### src/rtl/move_cmd_scheduler_pkg.sv
// Shared definitions for the drive command path: move codes,
// the encoding of which source owns the drive, and the frame
// sequencer states.
package drive_pkg;

    localparam logic [3:0] MV_FWD      = 4'b0000;
    localparam logic [3:0] MV_LEFT     = 4'b0001;
    localparam logic [3:0] MV_RIGHT    = 4'b0010;
    localparam logic [3:0] MV_REV      = 4'b0011;
    localparam logic [3:0] MV_SPIN_CCW = 4'b0100;
    localparam logic [3:0] MV_SPIN_CW  = 4'b0101;
    localparam logic [3:0] MV_REV_L    = 4'b0110;
    localparam logic [3:0] MV_REV_R    = 4'b0111;
    localparam logic [3:0] MV_STOP     = 4'b1000;

    typedef enum logic [1:0] {
        OWN_NONE = 2'b00,
        OWN_MAN  = 2'b01,
        OWN_AUTO = 2'b10
    } owner_t;

    typedef enum logic [1:0] {
        ST_IDLE = 2'b00,
        ST_LOAD = 2'b01,
        ST_SEND = 2'b10
    } tx_state_t;

endpackage

### src/rtl/move_cmd_scheduler_if.sv
// Valid/ready frame link between the scheduler and the motor-link
// UART transmitter. The scheduler is the master and offers frames.
interface move_cmd_scheduler_if #(
    parameter int CMD_W = 4,
    parameter int SPD_W = 4
) ();

    logic             tx_valid;
    logic             tx_ready;
    logic [CMD_W-1:0] tx_move_cmd;
    logic [SPD_W-1:0] tx_speed;

    modport master (
        output tx_valid,
        output tx_move_cmd,
        output tx_speed,
        input  tx_ready
    );

    modport slave (
        input  tx_valid,
        input  tx_move_cmd,
        input  tx_speed,
        output tx_ready
    );

endinterface

### src/rtl/move_cmd_scheduler_timer.sv
// Saturating cycle counter. Counts while run is high, restarts from
// zero on clear, and parks at LIMIT-1 where expired stays asserted
// until the next clear.
module cycle_timer #(
    parameter int LIMIT = 16
) (
    input  logic clk,
    input  logic rst,
    input  logic clear,
    input  logic run,
    output logic expired
);

    localparam int         W    = (LIMIT > 2) ? $clog2(LIMIT) : 1;
    localparam logic [W-1:0] LAST = W'(LIMIT - 1);

    logic [W-1:0] count;

    // Count up while running, stopping at the terminal value instead of wrapping.
    always_ff @(posedge clk or posedge rst) begin
        if (rst) begin
            count <= '0;
        end else if (clear) begin
            count <= '0;
        end else if (run && (count != LAST)) begin
            count <= count + W'(1);
        end
    end

    assign expired = (count == LAST);

endmodule

### src/rtl/move_cmd_scheduler.sv
// Arbitrates drive ownership between the manual and autonomous
// decoders, tracks the command currently in force, and sequences
// {move_cmd, speed} frames onto the motor-link transmitter. A STOP is
// forced after reset, on any ownership change and when the owning
// source goes silent for too long; unchanged commands are re-sent
// periodically so the motor side never acts on a stale frame.
module move_cmd_scheduler
    import drive_pkg::*;
#(
    parameter int WDOG_CYCLES    = 25_000_000,
    parameter int REFRESH_CYCLES = 5_000_000,
    parameter int CMD_W          = 4,
    parameter int SPD_W          = 4
) (
    input  logic                 clk,
    input  logic                 rst,
    input  logic                 manual_on,
    input  logic                 auto_on,
    input  logic                 man_valid,
    input  logic [CMD_W-1:0]     man_cmd,
    input  logic [SPD_W-1:0]     man_speed,
    input  logic                 auto_valid,
    input  logic [CMD_W-1:0]     auto_cmd,
    input  logic [SPD_W-1:0]     auto_speed,
    move_cmd_scheduler_if.master tx,
    output logic [1:0]           owner,
    output logic                 wdog_trip
);

    localparam logic [CMD_W-1:0] STOP_CODE = CMD_W'(MV_STOP);

    owner_t           owner_q;
    owner_t           owner_new;
    logic             owner_chg;
    logic             accept;
    logic [CMD_W-1:0] strobe_cmd;
    logic [SPD_W-1:0] strobe_spd;

    logic [CMD_W-1:0] cur_cmd;
    logic [SPD_W-1:0] cur_spd;
    logic [CMD_W-1:0] last_cmd;
    logic [SPD_W-1:0] last_spd;
    logic             sent_valid;

    logic             wdog_clear;
    logic             wdog_run;
    logic             wdog_expired;
    logic             refresh_clear;
    logic             refresh_run;
    logic             refresh_expired;

    tx_state_t        state_q;
    tx_state_t        state_d;

    // Decide who owns the drive this cycle and whether the owner's strobe is taken;
    // a strobe landing in the same cycle as an ownership change is deliberately lost.
    always_comb begin
        owner_new  = OWN_NONE;
        accept     = 1'b0;
        strobe_cmd = man_cmd;
        strobe_spd = man_speed;
        if (manual_on) begin
            owner_new = OWN_MAN;
        end else if (auto_on) begin
            owner_new = OWN_AUTO;
        end
        owner_chg = (owner_new != owner_q);
        if (!owner_chg) begin
            if (owner_q == OWN_MAN) begin
                accept = man_valid;
            end else if (owner_q == OWN_AUTO) begin
                accept     = auto_valid;
                strobe_cmd = auto_cmd;
                strobe_spd = auto_speed;
            end
        end
    end

    // Command in force: ownership changes and watchdog expiry force STOP, illegal codes collapse to STOP.
    always_ff @(posedge clk or posedge rst) begin
        if (rst) begin
            owner_q   <= OWN_NONE;
            cur_cmd   <= STOP_CODE;
            cur_spd   <= '0;
            wdog_trip <= 1'b0;
        end else begin
            owner_q <= owner_new;
            if (owner_chg) begin
                cur_cmd   <= STOP_CODE;
                cur_spd   <= '0;
                wdog_trip <= 1'b0;
            end else if (accept) begin
                if (strobe_cmd >= STOP_CODE) begin
                    cur_cmd <= STOP_CODE;
                    cur_spd <= '0;
                end else begin
                    cur_cmd <= strobe_cmd;
                    cur_spd <= strobe_spd;
                end
                wdog_trip <= 1'b0;
            end else if (wdog_expired && wdog_run) begin
                cur_cmd   <= STOP_CODE;
                cur_spd   <= '0;
                wdog_trip <= 1'b1;
            end
        end
    end

    assign owner      = owner_q;
    assign wdog_clear = owner_chg || accept;
    assign wdog_run   = (owner_q != OWN_NONE) && !wdog_trip;

    cycle_timer #(.LIMIT(WDOG_CYCLES)) u_wdog (
        .clk     (clk),
        .rst     (rst),
        .clear   (wdog_clear),
        .run     (wdog_run),
        .expired (wdog_expired)
    );

    assign refresh_clear = (state_q == ST_SEND) && tx.tx_ready;
    assign refresh_run   = (state_q == ST_IDLE) && sent_valid;

    cycle_timer #(.LIMIT(REFRESH_CYCLES)) u_refresh (
        .clk     (clk),
        .rst     (rst),
        .clear   (refresh_clear),
        .run     (refresh_run),
        .expired (refresh_expired)
    );

    // Frame sequencer state register.
    always_ff @(posedge clk or posedge rst) begin
        if (rst) begin
            state_q <= ST_IDLE;
        end else begin
            state_q <= state_d;
        end
    end

    // Start a frame when nothing has gone out yet, the command differs from the last one sent, or a refresh is due.
    always_comb begin
        state_d     = state_q;
        tx.tx_valid = 1'b0;
        case (state_q)
            ST_IDLE: begin
                if (!sent_valid || (cur_cmd != last_cmd) || (cur_spd != last_spd) || refresh_expired) begin
                    state_d = ST_LOAD;
                end
            end
            ST_LOAD: begin
                state_d = ST_SEND;
            end
            ST_SEND: begin
                tx.tx_valid = 1'b1;
                if (tx.tx_ready) begin
                    state_d = ST_IDLE;
                end
            end
            default: begin
                state_d = ST_IDLE;
            end
        endcase
    end

    // Snapshot the payload in LOAD so later commands cannot disturb a frame in flight; remember what was delivered.
    always_ff @(posedge clk or posedge rst) begin
        if (rst) begin
            tx.tx_move_cmd <= STOP_CODE;
            tx.tx_speed    <= '0;
            last_cmd       <= STOP_CODE;
            last_spd       <= '0;
            sent_valid     <= 1'b0;
        end else begin
            if (state_q == ST_LOAD) begin
                tx.tx_move_cmd <= cur_cmd;
                tx.tx_speed    <= cur_spd;
            end
            if ((state_q == ST_SEND) && tx.tx_ready) begin
                last_cmd   <= tx.tx_move_cmd;
                last_spd   <= tx.tx_speed;
                sent_valid <= 1'b1;
            end
        end
    end

endmodule

### src/flat_wrapper.sv
// flat-port wrapper written by rule: the top's interface ports become plain ports
module move_cmd_scheduler_flat import drive_pkg::*;
#(
    parameter int WDOG_CYCLES    = 25_000_000,
    parameter int REFRESH_CYCLES = 5_000_000,
    parameter int CMD_W          = 4,
    parameter int SPD_W          = 4
)
  (clk, rst, manual_on, auto_on, man_valid, man_cmd, man_speed, auto_valid, auto_cmd, auto_speed, owner, wdog_trip, tx_tx_valid, tx_tx_move_cmd, tx_tx_speed, tx_tx_ready);
  move_cmd_scheduler_if #(.CMD_W(CMD_W), .SPD_W(SPD_W)) tx_i ();
  input  logic clk;
  input  logic rst;
  input  logic manual_on;
  input  logic auto_on;
  input  logic man_valid;
  input  logic [CMD_W-1:0] man_cmd;
  input  logic [SPD_W-1:0] man_speed;
  input  logic auto_valid;
  input  logic [CMD_W-1:0] auto_cmd;
  input  logic [SPD_W-1:0] auto_speed;
  output logic [1:0] owner;
  output logic wdog_trip;
  output wire logic [$bits(tx_i.tx_valid)-1:0] tx_tx_valid;
  output wire logic [$bits(tx_i.tx_move_cmd)-1:0] tx_tx_move_cmd;
  output wire logic [$bits(tx_i.tx_speed)-1:0] tx_tx_speed;
  input wire logic [$bits(tx_i.tx_ready)-1:0] tx_tx_ready;
  assign tx_tx_valid = tx_i.tx_valid;
  assign tx_tx_move_cmd = tx_i.tx_move_cmd;
  assign tx_tx_speed = tx_i.tx_speed;
  assign tx_i.tx_ready = tx_tx_ready;
  move_cmd_scheduler #(.WDOG_CYCLES(WDOG_CYCLES), .REFRESH_CYCLES(REFRESH_CYCLES), .CMD_W(CMD_W), .SPD_W(SPD_W)) u_core (.clk(clk), .rst(rst), .manual_on(manual_on), .auto_on(auto_on), .man_valid(man_valid), .man_cmd(man_cmd), .man_speed(man_speed), .auto_valid(auto_valid), .auto_cmd(auto_cmd), .auto_speed(auto_speed), .tx(tx_i), .owner(owner), .wdog_trip(wdog_trip));
endmodule
### config.mk
export PLATFORM = sky130hd
export DESIGN_NAME = move_cmd_scheduler_flat
export DESIGN_NICKNAME = d
export VERILOG_FILES = /design/src/rtl/move_cmd_scheduler_pkg.sv /design/src/rtl/move_cmd_scheduler_if.sv /design/src/rtl/move_cmd_scheduler_timer.sv /design/src/rtl/move_cmd_scheduler.sv /design/src/flat_wrapper.sv
export SDC_FILE = /design/constraint.sdc
export NUM_CORES = 1
export LEC_CHECK = 0
export ABC_CLOCK_PERIOD_IN_PS = 4000
export CAP_MARGIN = 30
export CORE_UTILIZATION = 62
export CTS_CLUSTER_SIZE = 12
export DETAILED_ROUTE_END_ITERATION = 8
export GPL_ROUTABILITY_DRIVEN = 0
export PLACE_DENSITY_LB_ADDON = 0.1
export REMOVE_ABC_BUFFERS = 1
export SETUP_SLACK_MARGIN = 0.15
export SLEW_MARGIN = 5
export SYNTH_ARGS = -nofsm -noshare
export SYNTH_HDL_FRONTEND = slang
export SYNTH_SLANG_ARGS = --single-unit
### constraint.sdc
create_clock -name clk -period 4 [get_ports clk]
set_input_delay 1 -clock clk [delete_from_list [all_inputs] [get_ports clk]]
set_output_delay 1 -clock clk [all_outputs]
set_load 0.05 [all_outputs]
# After elaboration in Yosys (flattened, before gate mapping)
# Cells that the tools add are included.
# Widths: inputs -> output; s select.
# op_classes
add_sub_neg,2
magnitude_cmp,1
n_reduce_logical,18
n_eq_ne,13
n_mux,29
# op_table
cell,count
$mux 4,13
$mux 25,2
$mux 23,2
$add 25x1->25 const B,1
$eq 25x25->1 const B,1
$ne 25x25->1 const B,1
$add 23x1->23 const B,1
$eq 23x23->1 const B,1
$ne 23x23->1 const B,1
$mux 2,4
$ne 4x4->1,2
$mux 1,7
$logic_and 1x1->1,6
$pmux 2 s3,1
$reduce_bool 2->1,3
$eq 2x1->1 const B,2
$eq 2x2->1 const B,2
$ge 4x4->1 const B,1
$logic_or 1x1->1,4
$ne 2x2->1 const B,2
$reduce_bool 3->1,1
$logic_not 1->1,2
$logic_not 2->1,1
$ne 2x2->1,1
$reduce_and 2->1,1
# word_totals
input_bits,23
wordCells,75
output_inout_bits,12
ff_bits,78

# Logic depth before layout (Yosys ltp)
# Gate-level depths: netlist of the first run.
# logic_depth
depth_word,8
ltp_mapped,9
depth_no_buf,6

# Hierarchy
# Synthesis of the first run repeated with hierarchy kept, for this count alone.
# hier_totals
cells_unflattened,413
area_unflattened_um2,4174.0
# modules_own_cells
mod,area_each_um2,n_inst,seq_area_each_um2,cells_each
cycle_timer (u_core.u_wdog),1514.0,1,625.6,167
move_cmd_scheduler,1378.8,1,754.5,107
cycle_timer (u_core.u_refresh),1281.2,1,575.6,139

# Worst setup path before layout of the first run
# No wires, ideal clock.
# synth_timing
path_kind,input port to flip-flop
startpoint,in manual_on
endpoint,reg u_core.u_wdog.count[5]
t_required_ns,3.934
t_arrival_ns,2.180
n_path_buf,1
setup_time_ns,0.066
cell_stages,6
slack_ns,1.754
cell_sequence,nand3b_1 -> or2_2 -> and2_1 -> clkbuf_1 -> or4_1 -> nand2_1
# synth_between
elab_chain_len,5
elab_cells_between_ends,6
cone_classes,eq/ne (1); mux (3); reduce/logical (2)
# synth_rtl
element,line_no,text
from (decl),flat_wrapper.sv:13,input logic manual_on;
$mux 2 (*),move_cmd_scheduler.sv:62,if (manual_on) begin
$ne 2x2->1 (*),move_cmd_scheduler.sv:67,owner_chg = (owner_new != owner_q);
$mux 1,move_cmd_scheduler.sv:68,if (!owner_chg) begin
$logic_or 1x1->1 (*),move_cmd_scheduler.sv:110,assign wdog_clear = owner_chg || accept;
$mux 25 or $reduce_bool 2->1 (tied branches),n/a,
to (signal assigned),move_cmd_scheduler_timer.sv:26,count <= count + W'(1);
to (decl),move_cmd_scheduler_timer.sv:17,logic [W-1:0] count;
# Every way passes the cells marked *; elsewhere a longest branch is shown, timed or not.
# A chain may end at the register's enable or synchronous reset.

# Worst setup path in the final report of the first run
# layout_timing
startpoint,in auto_on
endpoint,reg u_core.cur_cmd[3]
# layout_between
elab_chain_len,8
elab_cells_between_ends,10
cone_classes,order compare (1); eq/ne (1); mux (7); reduce/logical (1)
# layout_rtl
element,line_no,text
from (decl),flat_wrapper.sv:14,input logic auto_on;
$mux 2 (*),move_cmd_scheduler.sv:64,end else if (auto_on) begin
$mux 2 (*),move_cmd_scheduler.sv:62,
$ne 2x2->1 (*),move_cmd_scheduler.sv:67,
$mux 4,move_cmd_scheduler.sv:68,
$ge 4x4->1,move_cmd_scheduler.sv:93,if (strobe_cmd >= STOP_CODE) begin
$mux 4,move_cmd_scheduler.sv:93,
$mux 4,move_cmd_scheduler.sv:92,end else if (accept) begin
$mux 4,move_cmd_scheduler.sv:88,if (owner_chg) begin
to (signal assigned),move_cmd_scheduler.sv:97,cur_cmd <= strobe_cmd;
to (decl),move_cmd_scheduler.sv:39,logic [CMD_W-1:0] cur_cmd;
# Marks and branches as above.

==> impl_table.tex, run 1 <==
\begin{tabular}{lr}
\hline
Metric & Value \\
\hline
\multicolumn{2}{l}{\textbf{Outcome}} \\
\quad Status & finished clean \\
\multicolumn{2}{l}{\textbf{Die}} \\
\quad I/O pin count & 35 \\
\quad Row count & 28 \\
\quad Placeable core region & 0.00603 mm2 \\
\quad Starting density of the core & 0.656 \\
\quad DIE AREA & 0.00670 mm2 \\
\quad Height of the chip & 81.8 um \\
\quad Chip width & 81.8 um \\
\multicolumn{2}{l}{\textbf{Setup path}} \\
\quad CP Buf/Inv Count & 1 \\
\quad Arrival time of the worst setup path & 3.25 ns \\
\quad Slowest stage cell, crit path & sky130\_fd\_sc\_hd\_\_and2\_1 \\
\quad Minimum setup slack among reg-to-reg paths & 1.48 ns \\
\quad CP Capture Type & register \\
\quad CP required & 4.27 ns \\
\quad Critical path type & in2reg \\
\quad Critical register-to-register path startpoint & u\_core.u\_refresh.count[0] \\
\quad Number of cells on the worst reg-to-reg path & 6 \\
\quad Critical path cell sequence & clkdlybuf4s50\_1 > and3b\_1 > o21ai\_0 > and2\_1 > nor2\_1 > a21boi\_0 \\
\quad Capture point of the worst reg-to-reg path & u\_core.u\_refresh.count[15] \\
\quad CP top delay family & simple AND/OR/NAND/NOR gates \\
\quad Critical path peak fanout & 24 \\
\quad Kind of start point of the critical path & primary input \\
\quad Maximum cell stage delay along the critical path & 0.74 ns \\
\multicolumn{2}{l}{\textbf{Logic synthesis}} \\
\quad Most numerous cell in the Yosys netlist & sky130\_fd\_sc\_hd\_\_dfrtp\_1 \\
\quad Fraction of the yosys area taken by sequential cells & 0.495 \\
\quad Portion of synthesized cell area occupied by the leading cell type & 0.475 \\
\quad Cell taking the most area after synthesis & sky130\_fd\_sc\_hd\_\_dfrtp\_1 \\
\quad Distinct cell type count of the synthesized netlist & 49 \\
\quad Cell area after synthesis & 0.00395 mm2 \\
\quad YS warnings & 0 \\
\quad Top cells by count, synth & 75 x sky130\_fd\_sc\_hd\_\_dfrtp\_1, 49 x sky130\_fd\_sc\_hd\_\_nand2\_1, 40 x sky130\_fd\_sc\_hd\_\_nor2\_1, 27 x sky130\_fd\_sc\_hd\_\_xor2\_1, 23 x sky130\_fd\_sc\_hd\_\_nand3\_1 \\
\quad Leading post-synthesis cells by cell area & sky130\_fd\_sc\_hd\_\_dfrtp\_1 47\%, sky130\_fd\_sc\_hd\_\_xor2\_1 6.0\%, sky130\_fd\_sc\_hd\_\_nand2\_1 4.7\%, sky130\_fd\_sc\_hd\_\_nor2\_1 3.8\%, sky130\_fd\_sc\_hd\_\_nand3\_1 2.9\% \\
\quad Post-synth top flop & sky130\_fd\_sc\_hd\_\_dfrtp\_1 \\
\quad Number of enable-type register cells in the synthesized netlist & 0 \\
\quad Async set or reset register ratio after synthesis & 1.00 \\
\quad Mean instance size in the synthesized netlist & 9.81 um2 \\
\quad Mapped Cells & 403 \\
\quad Post-synthesis register bit count & 78 \\
\multicolumn{2}{l}{\textbf{Power}} \\
\quad IR drop worst, VDD & 563 uV \\
\quad Clk pwr share & 0.318 \\
\quad Share of total power in sequential cells & 0.466 \\
\quad Leakage dissipation & 0.00191 uW \\
\quad Pwr per Cell Area & 443 mW/mm2 \\
\quad Share of total power consumed by net switching & 0.321 \\
\quad Fraction of power consumed by combinational cells & 0.215 \\
\quad Internal Dissipation & 1370 uW \\
\quad Switching Power & 645 uW \\
\multicolumn{2}{l}{\textbf{Layout}} \\
\quad Final nets & 457 \\
\quad Area growth from synthesis to layout & 14.8\% \\
\quad Final design area excluding fillers & 0.00454 mm2 \\
\quad Number of filler instances in the final layout & 451 \\
\quad Number of non-filler instances in the completed layout & 512 \\
\quad Diodes inserted & 0 \\
\quad Proportion of layout cells with a drive suffix above 1 & 0.0824 \\
\multicolumn{2}{l}{\textbf{Place}} \\
\quad Worst slack at placement & 0.702 ns \\
\quad Post-DP HPWL & 5680 um \\
\quad Total instance count after detailed placement & 496 \\
\quad Port Buffer Count & 34 \\
\quad Placed Area & 0.00432 mm2 \\
\multicolumn{2}{l}{\textbf{Worst hold path}} \\
\quad Worst Hold Depth & 2 \\
\quad Worst hold start & u\_core.tx.tx\_move\_cmd[3] \\
\quad Worst hold path type & reg2reg \\
\quad End point of the most critical hold path & u\_core.last\_cmd[3] \\
\multicolumn{2}{l}{\textbf{Clocking}} \\
\quad Clock network latency to the later pin of the worst-skew pair & 0.35 ns \\
\quad CTS clk-pin slew, worst paths & 0.08 ns \\
\quad Clock Sinks & 78 \\
\quad \# resized after CTS & 0 \\
\quad TritonCTS clock tree & done \\
\quad Cts hold-fix bufs & 0 \\
\quad Root buffer selected by CTS & sky130\_fd\_sc\_hd\_\_clkbuf\_8 \\
\quad Buffers inserted by post-CTS timing repair & 0 \\
\quad H-tree depth & 3 \\
\quad CTS Buf Count & 9 \\
\quad Clk buf depth & 2 \\
\multicolumn{2}{l}{\textbf{STA}} \\
\quad Final setup violating endpoints & 0 \\
\quad Post-route setup slack & 1.02 ns \\
\quad Worst Hold Margin & 0.491 ns \\
\quad Part of the cycle the worst path needs & 0.745 \\
\quad Normalized max-slew margin & 0.312 \\
\quad Transition at the pin with the smallest max-transition slack & 1.02 ns \\
\quad RSZ-0062 raised after global routing & no \\
\quad Worst clock skew on the final layout & 0.00908 ns \\
\quad Final-report hold violation count & 0 \\
\quad Final slew viol count & 0 \\
\quad Shortest period the worst path allows & 2.98 ns \\
\quad Total negative slack & 0 ns \\
\quad Fmax & 336 MHz \\
\multicolumn{2}{l}{\textbf{Global route}} \\
\quad Wire length of the first global-routing pass & 13700 um \\
\quad Vias in the first global route & 2983 \\
\quad Total global-route track usage & 0.274 \\
\quad Number of antenna violations at the first check in global routing & 0 \\
\quad Largest net degree at the start of global routing & 61 \\
\quad GR Overflow Total & 0 \\
\multicolumn{2}{l}{\textbf{Drt}} \\
\quad WL final & 8330 um \\
\quad Detailed-route wire length per cell & 16.3 um \\
\quad Number of routed nets with antenna violations & 0 \\
\quad Detailed-route via count & 3098 \\
\quad Via-to-Cell Ratio & 6.05 \\
\quad DRC violation count after routing & 0 \\
\quad DRT iter0 DRCs & 188 \\
\quad Number of optimization iterations in the first detailed-route pass & 5 \\
\multicolumn{2}{l}{\textbf{Flow run}} \\
\quad Max-capacitance violation count & 0 \\
\hline
\end{tabular}
==> stage by stage <==
step | total power (uW) | util
floorplan | 1230 | -
global placement | 1360 | 0.717
detailed placement | 1380 | 0.717
CTS | 2020 | 0.753
global route | 2100 | 0.753
finish | 2010 | 0.753
==> worst register-to-register path, stage by stage, from the launching register on <==
cell and delay (ns):
sky130_fd_sc_hd__dfrtp_1 0.43, sky130_fd_sc_hd__ha_1 0.22, sky130_fd_sc_hd__nand2_1 0.09, sky130_fd_sc_hd__or4_1 0.63, sky130_fd_sc_hd__o21ai_2 0.68, sky130_fd_sc_hd__o21ai_0 0.22
sky130_fd_sc_hd__a21oi_1 0.17
==> area by class of cell <==
cell class                 instances  area (um2)  share of cell area
clock buffer                      11         131              0.0289
clock inverter                     5        83.8              0.0185
inverter                           7        26.3             0.00579
multi-input combinational        301        1890               0.416
sequential                        78        1960               0.431
tap                               75        93.8              0.0207
timing repair buffer              35         360              0.0794
==> registers in the layout, summed over array words and instances, names as in the netlist <==
name and cells:
u_core.cur_cmd 4, u_core.cur_spd 4, u_core.last_cmd 4, u_core.last_spd 4
u_core.owner 2, u_core.sent_valid 1, u_core.state_q 2, u_core.tx.tx_move_cmd 4
u_core.tx.tx_speed 4, u_core.u_refresh.count 23, u_core.u_wdog.count 25, u_core.wdog_trip 1
==> power by group through the flow <==
stage	sequential, uW	combinational [uW]	clock (uW)
finish	938	433	640
global route	948	474	681
CTS	937	436	650
detailed placement	950	432	0
global placement	947	417	0
floorplan	982	250	0
==> cells in the final DEF, fill, tap and decap left out, types with 8 or more instances in the layout <==
cell and instances:
sky130_fd_sc_hd__dfrtp_1 75, sky130_fd_sc_hd__nand2_1 49, sky130_fd_sc_hd__nor2_1 40, sky130_fd_sc_hd__clkdlybuf4s50_1 34, sky130_fd_sc_hd__xor2_1 27, sky130_fd_sc_hd__nand3_1 23, sky130_fd_sc_hd__o21ai_0 18, sky130_fd_sc_hd__nand4_1 17
sky130_fd_sc_hd__o211ai_1 10, sky130_fd_sc_hd__or3_1 9, sky130_fd_sc_hd__xnor2_1 9, sky130_fd_sc_hd__clkbuf_8 9, sky130_fd_sc_hd__a21oi_1 8, sky130_fd_sc_hd__mux2i_1 8
==> metal layers <==
layer	vias to the layer above	part of all wire	track usage
met2	74	0.49	0.437
met5	-	0	0
li1	1487	-	-
met3	28	0.030	0.0444
met4	0	0.033	0.151
met1	1509	0.45	0.355
==> how the worst max path moves through the flow <==
stage	depth (start not counted)	start	slack [ns]	end
2_1_floorplan	1	rst	1.01	u_core.cur_cmd[0]
3_3_place_gp	6	auto_valid	0.84	u_core.cur_spd[2]
3_5_place_dp	6	auto_on	0.70	u_core.cur_spd[1]
4_1_cts	6	auto_on	1.08	u_core.cur_cmd[3]
5_1_grt	6	auto_on	0.88	u_core.cur_cmd[3]
6_report	6	auto_on	1.02	u_core.cur_cmd[3]
==> cells by family after synthesis <==
family | share of synthesized area
AO/OA/AOI/OAI | 0.0937
AND/OR/NAND/NOR | 0.257
XOR/XNOR | 0.0798
flip-flops | 0.495
multiplexers | 0.0402
buffers and inverters | 0.0279
adder cells (fa/ha/maj) | 0.00633
Note: power is estimated with default switching activity, not from simulation.
==> run 2: changes to the inputs <==
--- a/config.mk
+++ b/config.mk
@@ -5,9 +5,9 @@
 export SDC_FILE = /design/constraint.sdc
 export NUM_CORES = 1
 export LEC_CHECK = 0
-export ABC_CLOCK_PERIOD_IN_PS = 4000
+export ABC_CLOCK_PERIOD_IN_PS = 2900
 export CAP_MARGIN = 30
-export CORE_UTILIZATION = 62
+export CORE_UTILIZATION = 58
 export CTS_CLUSTER_SIZE = 12
 export DETAILED_ROUTE_END_ITERATION = 8
 export GPL_ROUTABILITY_DRIVEN = 0
==> constraint.sdc (replaced) <==
create_clock -name clk -period 2.9 [get_ports clk]
set_input_delay 0.725 -clock clk [delete_from_list [all_inputs] [get_ports clk]]
set_output_delay 0.725 -clock clk [all_outputs]
set_load 0.05 [all_outputs]
==> impl_table.tex, run 2 (synthesis results as in run 1) <==
\begin{tabular}{lr}
\hline
Metric & Value \\
\hline
\multicolumn{2}{l}{\textbf{Setup path}} \\
\quad Arrival time of the worst setup path & 1.86 ns (-1.39 ns) \\
\quad Slowest stage cell, crit path & sky130\_fd\_sc\_hd\_\_clkdlybuf4s50\_1 \\
\quad CP required & 2.17 ns (-2.10 ns) \\
\quad Maximum cell stage delay along the critical path & 0.85 ns (+0.11 ns) \\
\quad Number of cells on the worst reg-to-reg path & 7 (+1) \\
\quad Number of logic stages on the critical path including buffering & 2 (-4) \\
\quad Critical path cell sequence & nor2b\_1 > clkdlybuf4s50\_1 \\
\quad CP Capture Type & output pin \\
\quad CP Buf/Inv Count & 1 (unchanged) \\
\quad CP top delay family & buffers and inverters \\
\quad Critical path type & reg2out \\
\quad Critical path peak fanout & 5 (-79\%) \\
\quad Kind of start point of the critical path & register \\
\multicolumn{2}{l}{\textbf{Outcome}} \\
\quad Status & finished clean \\
\multicolumn{2}{l}{\textbf{Place}} \\
\quad Worst slack at placement & 0.332 ns (-0.370 ns) \\
\quad Post-DP HPWL & 5430 um (-4.5\%) \\
\quad Placed Area & 0.00436 mm2 (+0.93\%) \\
\quad Port Buffer Count & 34 (unchanged) \\
\multicolumn{2}{l}{\textbf{Global route}} \\
\quad GR Overflow Total & 0 (unchanged) \\
\quad Wire length of the first global-routing pass & 13700 um (-0.20\%) \\
\quad Number of antenna violations at the first check in global routing & 0 (unchanged) \\
\quad Total global-route track usage & 0.242 (-0.0322) \\
\quad Largest net degree at the start of global routing & 79 (+30\%) \\
\quad Vias in the first global route & 2954 (-0.97\%) \\
\multicolumn{2}{l}{\textbf{Drt}} \\
\quad Number of optimization iterations in the first detailed-route pass & 4 (-1) \\
\quad DRT iter0 DRCs & 132 (-30\%) \\
\quad Detailed-route via count & 3040 (-1.9\%) \\
\quad DRC violation count after routing & 0 (unchanged) \\
\quad Detailed-route wire length per cell & 15.2 um (-6.4\%) \\
\quad Number of routed nets with antenna violations & 0 (unchanged) \\
\quad WL final & 7900 um (-5.1\%) \\
\quad Via-to-Cell Ratio & 5.86 (-3.2\%) \\
\multicolumn{2}{l}{\textbf{Clocking}} \\
\quad Cts hold-fix bufs & 0 (unchanged) \\
\quad \# resized after CTS & 0 (unchanged) \\
\quad TritonCTS clock tree & done \\
\quad H-tree depth & 3 (unchanged) \\
\quad Clk buf depth & 2 (unchanged) \\
\quad Buffers inserted by post-CTS timing repair & 0 (unchanged) \\
\quad CTS clk-pin slew, worst paths & 0.08 ns (about the same) \\
\quad Clock network latency to the later pin of the worst-skew pair & 0.34 ns (about the same) \\
\quad CTS Buf Count & 9 (unchanged) \\
\quad Clock Sinks & 78 (unchanged) \\
\quad Root buffer selected by CTS & sky130\_fd\_sc\_hd\_\_clkbuf\_8 \\
\multicolumn{2}{l}{\textbf{STA}} \\
\quad Worst Hold Margin & 0.479 ns (-0.0125 ns) \\
\quad Shortest period the worst path allows & 2.59 ns \\
\quad Worst clock skew on the final layout & 0.0129 ns (+0.00385 ns) \\
\quad Final setup violating endpoints & 0 (unchanged) \\
\quad Part of the cycle the worst path needs & 0.892 \\
\quad Post-route setup slack & 0.314 ns (-0.708 ns) \\
\quad Final slew viol count & 0 (unchanged) \\
\quad Total negative slack & 0 ns (unchanged) \\
\quad Final-report hold violation count & 0 (unchanged) \\
\quad RSZ-0062 raised after global routing & no \\
\quad Normalized max-slew margin & 0.514 (+0.202) \\
\quad Fmax & 387 MHz \\
\quad Transition at the pin with the smallest max-transition slack & 0.727 ns (-0.294 ns) \\
\multicolumn{2}{l}{\textbf{Die}} \\
\quad DIE AREA & 0.00715 mm2 (+6.7\%) \\
\quad Chip width & 84.6 um (+3.3\%) \\
\quad I/O pin count & 35 (unchanged) \\
\quad Row count & 29 (+3.6\%) \\
\quad Placeable core region & 0.00646 mm2 (+7.2\%) \\
\quad Height of the chip & 84.6 um (+3.3\%) \\
\quad Starting density of the core & 0.612 (-0.0440) \\
\multicolumn{2}{l}{\textbf{Layout}} \\
\quad Final design area excluding fillers & 0.00456 mm2 (+0.50\%) \\
\quad Highest-count cells in the layout ignoring fill and taps & 75 x sky130\_fd\_sc\_hd\_\_dfrtp\_1, 49 x sky130\_fd\_sc\_hd\_\_nand2\_1, 40 x sky130\_fd\_sc\_hd\_\_nor2\_1 \\
\quad Proportion of layout cells with a drive suffix above 1 & 0.0950 (+0.0126) \\
\quad Largest register by flop count & u\_core.u\_wdog.count \\
\quad Diodes inserted & 0 (unchanged) \\
\quad Most common library cell in the layout ignoring fill and taps & sky130\_fd\_sc\_hd\_\_dfrtp\_1 \\
\quad Final nets & 462 (+1.1\%) \\
\quad Number of flip-flops under the largest register name & 25 (unchanged) \\
\quad Area growth from synthesis to layout & 15.4\% \\
\quad Regs by FF count & u\_core.u\_wdog.count (25), u\_core.u\_refresh.count (23) \\
\quad Layout Utilization & 0.706 (-0.0470) \\
\multicolumn{2}{l}{\textbf{Worst hold path}} \\
\quad Worst hold path type & reg2reg \\
\quad Worst Hold Depth & 2 (unchanged) \\
\multicolumn{2}{l}{\textbf{Power}} \\
\quad Pwr per Cell Area & 594 mW/mm2 (+34\%) \\
\quad Clk pwr share & 0.298 (-0.020) \\
\quad IR drop worst, VDD & 599 uV (+6.3\%) \\
\quad Leakage dissipation & 0.00193 uW (+1.3\%) \\
\quad Switching Power & 873 uW (+35\%) \\
\quad Share of total power in sequential cells & 0.477 (+0.011) \\
\quad Share of total power consumed by net switching & 0.322 (+0.00136) \\
\quad Internal Dissipation & 1840 uW (+34\%) \\
\quad Fraction of power consumed by combinational cells & 0.225 (+0.010) \\
\multicolumn{2}{l}{\textbf{Flow run}} \\
\quad Max-capacitance violation count & 0 (unchanged) \\
\hline
\end{tabular}
run 2: cell count changes in the layout (fill, tap and decap cells not counted), sizes merged:
cell | previous run | this run
buf | 1 | 6
bufinv | 2 | 1
clkinv | 1 | 2
clkinvlp | 2 | 1
inv | 7 | 8
run 2: path summary, 6_finish.rpt:
check                                          startpoint                    endpoint  slack, ns
worst min-delay path             u_core.tx.tx_move_cmd[3]          u_core.last_cmd[3]       0.48
worst min register to register   u_core.tx.tx_move_cmd[3]          u_core.last_cmd[3]       0.48
max in group asynchronous                             rst    u_core.tx.tx_move_cmd[3]       1.77
min in group asynchronous                             rst  u_core.u_refresh.count[18]       0.78
worst max-delay path                    u_core.state_q[0]                 tx_tx_valid       0.31
worst max register to register  u_core.u_refresh.count[0]   u_core.u_refresh.count[3]       0.59
run 2: worst min-delay path: cells and delay by family (launching register included):
kind | cells | cell delay, ns
DFF | 1 | 0.38
and+or+nand+nor | 2 | 0.09
run 2: power by group through the flow:
stage          sequential [uW]  combinational, uW  clock (uW)
2_1_floorplan             1350                345           0
3_5_place_dp              1310                608           0
3_3_place_gp              1310                596           0
4_1_cts                   1290                611         827
6_report                  1290                609         807
5_1_grt                   1310                669         871
run 2: through the flow:
step	total power (uW)	std cells
global route	2850	519
CTS	2730	519
floorplan	1700	386
finish	2710	519
global placement	1900	503
detailed placement	1920	503
run 2: area by class of cell:
type / instances / area, um2
clock inverters: 5 / 56.3
well taps: 77 / 96.3
clock buffers: 11 / 141
repair buffers: 40 / 398
fillers: 489 / 1900
multi-input cells: 301 / 1890
flip-flops and latches: 78 / 1960
inverters: 7 / 26.3
run 2: per-layer routing:
layer | global-route usage | part of all wire
met5 | 0 | 0
met2 | 0.397 | 0.50
met3 | 0.0492 | 0.030
met4 | 0.0863 | 0.011
met1 | 0.321 | 0.46
